`src/rtl/mem_access_unit.sv`:
```
// Load/store unit for a 16-bit word, byte-addressed, big-endian data memory.
// Byte stores run as a read phase followed by a merged write phase.
module mem_access_unit #(
  parameter int ADDR_WIDTH = 16
) (
  input  logic                  clk,
  input  logic                  rst,
  input  logic                  req_valid,
  input  logic                  req_wr,
  input  logic                  req_byte,
  input  logic                  req_signed,
  input  logic [ADDR_WIDTH-1:0] req_addr,
  input  logic [15:0]           req_wdata,
  output logic                  req_ready,
  output logic                  resp_valid,
  output logic [15:0]           resp_rdata,
  output logic                  err_align,
  output logic [ADDR_WIDTH-1:0] mem_addr,
  output logic                  mem_enable,
  output logic                  mem_wr,
  output logic [15:0]           mem_wdata,
  input  logic [15:0]           mem_rdata
);

  typedef enum logic {IDLE, BST_WR} state_t;

  state_t                state;
  logic [15:0]           merge_q;
  logic [ADDR_WIDTH-1:0] hold_addr;
  logic [7:0]            hold_byte;

  logic                  accept;
  logic                  misaligned;
  logic [ADDR_WIDTH-1:0] req_word_addr;
  logic [7:0]            load_byte;
  logic [15:0]           load_ext;
  logic [15:0]           merged;

  assign req_ready     = (state == IDLE) & ~rst;
  assign accept        = req_valid & req_ready;
  assign misaligned    = ~req_byte & req_addr[0];
  assign req_word_addr = {req_addr[ADDR_WIDTH-1:1], 1'b0};

  // Even byte address lives in the upper lane.
  assign load_byte = req_addr[0] ? mem_rdata[7:0] : mem_rdata[15:8];
  assign load_ext  = {{8{req_signed & load_byte[7]}}, load_byte};
  assign merged    = hold_addr[0] ? {merge_q[15:8], hold_byte}
                                  : {hold_byte, merge_q[7:0]};

  always_comb begin
    // NOTE: every output gets a default first so no path can infer a latch.
    mem_enable = 1'b0;
    mem_wr     = 1'b0;
    mem_addr   = '0;
    mem_wdata  = '0;
    if (!rst) begin
      if (state == BST_WR) begin
        mem_enable = 1'b1;
        mem_wr     = 1'b1;
        mem_addr   = {hold_addr[ADDR_WIDTH-1:1], 1'b0};
        mem_wdata  = merged;
      end else if (req_valid && !misaligned) begin
        mem_enable = 1'b1;
        mem_addr   = req_word_addr;
        // Byte stores only read here; the write happens in BST_WR.
        if (req_wr && !req_byte) begin
          mem_wr    = 1'b1;
          mem_wdata = req_wdata;
        end
      end
    end
  end

  // NOTE: sequential state uses non-blocking assignments so every register
  // samples pre-edge values regardless of statement order.
  always_ff @(posedge clk) begin
    if (rst) begin
      state      <= IDLE;
      resp_valid <= 1'b0;
      resp_rdata <= '0;
      err_align  <= 1'b0;
      merge_q    <= '0;
      hold_addr  <= '0;
      hold_byte  <= '0;
    end else begin
      resp_valid <= 1'b0;
      case (state)
        IDLE: begin
          if (accept) begin
            if (misaligned) begin
              resp_valid <= 1'b1;
              err_align  <= 1'b1;
              resp_rdata <= '0;
            end else if (req_wr && req_byte) begin
              merge_q   <= mem_rdata;
              hold_addr <= req_addr;
              hold_byte <= req_wdata[7:0];
              state     <= BST_WR;
            end else begin
              resp_valid <= 1'b1;
              err_align  <= 1'b0;
              if (req_wr)
                resp_rdata <= '0;
              else if (req_byte)
                resp_rdata <= load_ext;
              else
                resp_rdata <= mem_rdata;
            end
          end
        end
        BST_WR: begin
          resp_valid <= 1'b1;
          err_align  <= 1'b0;
          resp_rdata <= '0;
          state      <= IDLE;
        end
        default: state <= IDLE;
      endcase
    end
  end

endmodule

```
`config.mk`:
```
export PLATFORM = sky130hd
export DESIGN_NAME = mem_access_unit
export DESIGN_NICKNAME = d
export VERILOG_FILES = /design/src/rtl/mem_access_unit.sv
export SDC_FILE = /design/constraint.sdc
export NUM_CORES = 1
export LEC_CHECK = 0
export BUFFER_PORTS_ARGS = -buffer_cell sky130_fd_sc_hd__buf_2
export CAP_MARGIN = 20
export CORE_AREA = 2 2 81 83
export CTS_CLUSTER_DIAMETER = 200
export DETAILED_ROUTE_END_ITERATION = 8
export DIE_AREA = 0 0 83 85
export GPL_TIMING_DRIVEN = 1
export PLACE_DENSITY_LB_ADDON = 0.12
export RECOVER_POWER = 100
export SYNTH_ARGS = -nofsm -noshare
export SYNTH_HDL_FRONTEND = slang
export SYNTH_SLANG_ARGS = --single-unit
```
`constraint.sdc`:
```
create_clock -name clk -period 1.7 [get_ports clk]
set_input_delay 0.255 -clock clk [delete_from_list [all_inputs] [get_ports clk]]
set_output_delay 0.255 -clock clk [all_outputs]
set_load 0.01 [all_outputs]
```
# Word level (Yosys, flattened, before mapping)
# Index checks and enable logic that the tools add are counted.
[totals]
reg_bits = 59
in_bits = 54
out_inout_bits = 53
[classes]
eq_ne = 2
n_mux = 34
bitwise = 8
reduce_logical = 7
[ops]
columns = ["cell", "count"]
rows = [
  ["two-way mux 16 bit", 13],
  ["one-hot mux 16 bit (2 select lines)", 1],
  ["two-way mux 1 bit", 16],
  ["two-way mux 8 bit", 1],
  ["one-hot mux 1 bit (2 select lines)", 3],
  ["AND 1 bit", 4],
  ["inverter 1 bit", 4],
  ["AND reduction 4 bit", 1],
  ["logical AND 1 bit", 3],
  ["!= test 3 bit (second input constant)", 1],
  ["zero test 1 bit", 2],
  ["!= test 2 bit (second input constant)", 1],
  ["AND reduction 2 bit", 1],
]

# Depth between registers and ports, before layout
[logic_depth]
word_depth = 8
ltp_mapped = 7
ltp_nobuf = 5

# Least setup slack after synthesis
# Ideal clock, no wire load.
[synth_path]
path_kind = "register -> output"
from = "register state"
to = "output mem_wdata[5]"
arrival_ns = 1.323
path_slack_ns = 0.122
path_stages_with_launch = 6
path_cell_list = "dfxtp_1 > buf_6 > nor4_4 > buf_2 > a22oi_1 > nor2_1"
[synth_between]
elab_chain_cells = 2
[synth_lines]
columns = ["element", "line", "rtl"]
rows = [
  ["start, declared", "27", "state_t state;"],
  ["start signal, assigned", "78", "state <= IDLE;"],
  ["start signal, assigned", "98", "state <= BST_WR;"],
  ["start signal, assigned", "115", "state <= IDLE;"],
  ["two-way mux 16 bit", "57", "if (state == BST_WR) begin"],
  ["two-way mux 16 bit", "56", "if (!rst) begin"],
  ["end, declared", "21", "output logic [15:0] mem_wdata,"],
]
# Every way passes these cells.

# Final worst setup path
[layout_path]
from = "register hold_addr[0]"
to = "output mem_wdata[6]"
[layout_between]
elab_chain_cells = 3
[layout_lines]
columns = ["element", "line", "rtl"]
rows = [
  ["start, declared", "29", "logic [ADDR_WIDTH-1:0] hold_addr;"],
  ["start signal, assigned", "96", "hold_addr <= req_addr;"],
  ["two-way mux 16 bit", "47", "assign merged = hold_addr[0] ? {merge_q[15:8], hold_byte}"],
  ["two-way mux 16 bit", "57", ""],
  ["two-way mux 16 bit", "56", ""],
]
# Every way passes these cells.

==> summary.md <==
| Metric | Value |
|---|---|
| Crit path DAT | `~1.6 ns` |
| Hpwl dp | `5.40 mm` |
| Netlist cell types | `34` |
| Fmax | `between 0.5 and 0.6 GHz` |
| DRT antenna net count | `0` |
| Worst-case clock buffer depth | `2` |
| Gate Count Post-Synth | `372` |
| Critical path startpoint category | `register` |
| Detailed Route WL | `8.88 mm` |
| Pleak | `0.00169 uW` |
| Buffers plus inverters on the worst setup path | `2` |
| Post-Syn Area | `a little under 0.003 mm2` |
| Maximum net fanout on the critical path | `8` |
| TritonCTS Buffers | `9` |
| P_sw | `831 uW` |
| CTS tree | `yes` |
| First-pass GRT wire length | `13.0 mm` |
| Synth top area share | `0.405` |
| Cell Pwr Density | `786 mW/mm2` |
| Gr ovfl total | `0` |
| Maximum vdd drop | `between 600 and 700 uV` |
| Area Overhead vs Synth | `42.4%` |
| Die H | `between 80 and 90 um` |
| Sequential share of power | `0.440` |
| Setup WS post-layout | `-0.118 ns` |
| Minimum clock period | `about 1.8 ns` |
| RD Place Congestion | `around 0.80` |
| Clock root buffer | `clkbuf_8` |
| CP peak stage delay | `0.40 ns` |
| Async SR Flop Fraction | `0` |
| Initial antenna violation count | `0` |
| Violated checks | `setup timing` |
| Number of DRC markers in iteration 0 | `around 190` |
| Critical path capture point type | `primary output` |
| Final setup vio count | `27` |
| Largest net degree at the start of global routing | `57` |
| Sw Share | `0.254` |
| CP Cell Sequence | `buf_12, mux2_2, a22oi_2, nor2_1, buf_2` |
| # DRC | `0` |
| Fin. Hold Viols | `0` |
| Synthesized flop and latch total | `59` |
| Vias in the first global route | `approximately 2,700` |
| Synth area leaders | `dfxtp_1 40%, nand2_1 12%, mux2i_1 7.9%, a21oi_1 7.0%, mux2_2 6.6%` |
| CP required | `between 1 and 1.5 ns` |
| Core footprint | `just over 0.006 mm2` |
| Cell family with the largest share of critical-path delay | `flip-flops` |
| Cts hold-fix bufs | `0` |
| Ant diodes | `0` |
| RSZ-0062 raised after global routing | `yes` |
| Clock Latency Late Sink | `about 0.34 ns` |
| Post-route setup TNS | `-1.58 ns` |
| Initial Util | `0.470` |
| Ys Warns | `0` |
| Synth area leader | `dfxtp_1` |
| Vias | `~3,000` |
| Syn Area/Cell | `slightly below 8 um2` |
| Num ports | `between 100 and 150` |
| Placed Instances | `536` |
| Chip Width | `83 um` |
| Slowest cell on the critical path | `dfxtp_4` |
| Routed vias/inst | `~5.4` |
| Drt wl/cell | `15.8 um` |
| Fin crit share | `1.07` |
| Logic gate share of total power | `0.142` |
| Most common cell after layout, fill and taps aside | `nand2_1` |
| Relative slew slack | `0.623` |
| Row Count | `29` |
| Main flop type after synthesis | `dfxtp_1` |
| Post-route clock skew | `0.00814 ns` |
| Least-Margin Pin Slew | `0.563 ns` |
| 1st-pass router iterations | `4` |
| Most frequent cells in the layout | `89 x nand2_1, 87 x buf_2, 57 x dfxtp_1` |
| Worst min-delay path class | `input pin to register` |
| H-tree Lvls | `3` |
| Outcome | `finished with violations` |
| Post-synth EDFFs | `0` |
| Layout cell share with drive strength beyond 1 | `0.370` |
| Syn_nets | `about 430` |
| Final #Nets | `~540` |
| Critical path class | `register to primary output` |
| Die area | `~0.007 mm2` |
| Maxcap violations | `0` |
| Clock power share | `0.418` |
| Port Buf Inserts | `about 110` |
| All-Layer GR Usage | `0.227` |
| CTS sink cnt | `59` |
| Layout Cells excl Fill | `between 500 and 600` |
| Cell-internal power | `2430 uW` |
| Slew Limit Fails | `0` |
| Sequential area share after synthesis | `0.405` |
| Clk slew on worst S/H paths | `0.07 ns` |
[stage by stage]
| step | total power (uW) | hold WS, ns | util | setup slack (ns) | instance area (um2) |
|---|---|---|---|---|---|
| after floorplan | 1690 | 0.391 | - | 0.122 | 2920 |
| after global placement | 1850 | 0.431 | 0.571 | 0.105 | 3540 |
| after detailed placement | 1860 | 0.437 | 0.571 | 0.0781 | 3540 |
| after CTS | 3240 | 0.146 | 0.619 | -0.186 | 3840 |
| after global routing | 3400 | 0.156 | 0.669 | -0.180 | 4150 |
| final | 3270 | 0.159 | 0.669 | -0.118 | 4150 |
[worst register-to-register path, cell delays in order, from the launching register on]
cell,delay [ns]
dfxtp_4,0.36
buf_8,0.15
buf_4,0.16
nor2_1,0.16
nand4_1,0.24
inv_4,0.23
clkbuf_16,0.18
nand2_1,0.07
a21oi_1,0.14
[worst paths after layout]
kind / slack [ns] / cells past startpoint / endpoint / from
worst max-delay path: -0.12 / 5 / mem_wdata[6] / hold_addr[0]
worst min-delay path: 0.16 / 3 / hold_addr[13] / req_addr[13]
worst max register to register: -0.06 / 8 / merge_q[10] / state
worst min register to register: 0.45 / 2 / resp_rdata[11] / resp_rdata[11]
[synth_stat cells (2+ instances only)]
library cell / count
dfxtp_1: 59
a21oi_1: 41
mux2i_1: 23
a22oi_1: 16
nor2_1: 43
a22o_1: 7
nor4_4: 2
buf_2: 16
clkbuf_1: 10
o21ai_1: 7
nand3_1: 7
o22ai_1: 3
inv_1: 3
nand2_1: 90
inv_2: 2
o21ai_0: 7
mux2_2: 17
buf_1: 3
[metal layers]
metal / wire length [um] / vias to the layer above / global-route usage
met5: 0 / - / 0
met4: 161 / 0 / 0.0656
met3: 548 / 16 / 0.0642
met2: 4140 / 107 / 0.352
met1: 4030 / 1405 / 0.312
li1: - / 1485 / -
[area by class of cell]
cell class | count | area (um2)
fillers | 537 | 2050
flip-flops and latches | 59 | 1190
inverters | 5 | 21.3
clock inverters | 6 | 80.1
repair buffers | 128 | 888
clock buffers | 10 | 128
well taps | 77 | 96.3
multi-input cells | 278 | 1750
[flip-flops by register name (all words and copies together) (netlist names)]
register	flops
state	1
resp_rdata	16
resp_valid	1
hold_byte	8
merge_q	16
hold_addr	16
err_align	1
[what timing repair did]
item,in CTS,in global routing
setup endpoints to repair,32,68
pin swaps,9,28
cloned,2,6
resized for setup,12,47
buffers inserted,3,1
[power groups by stage]
stage / Sequential, uW / Clock [uW] / Combinational, uW
floorplan: 1470 / 0 / 215
global placement: 1470 / 0 / 386
detailed placement: 1470 / 0 / 391
CTS: 1440 / 1390 / 413
global route: 1440 / 1450 / 505
finish: 1440 / 1360 / 464
[kinds of logic after synthesis]
logic type	count (synthesis)	synth area share
AOI/OAI and AO/OA	85	0.175
buffers and inverters	36	0.0570
DFF	59	0.405
muxes	40	0.145
other	1	0.00129
and+or+nand+nor	151	0.218
(Power assumes the default switching activity.)
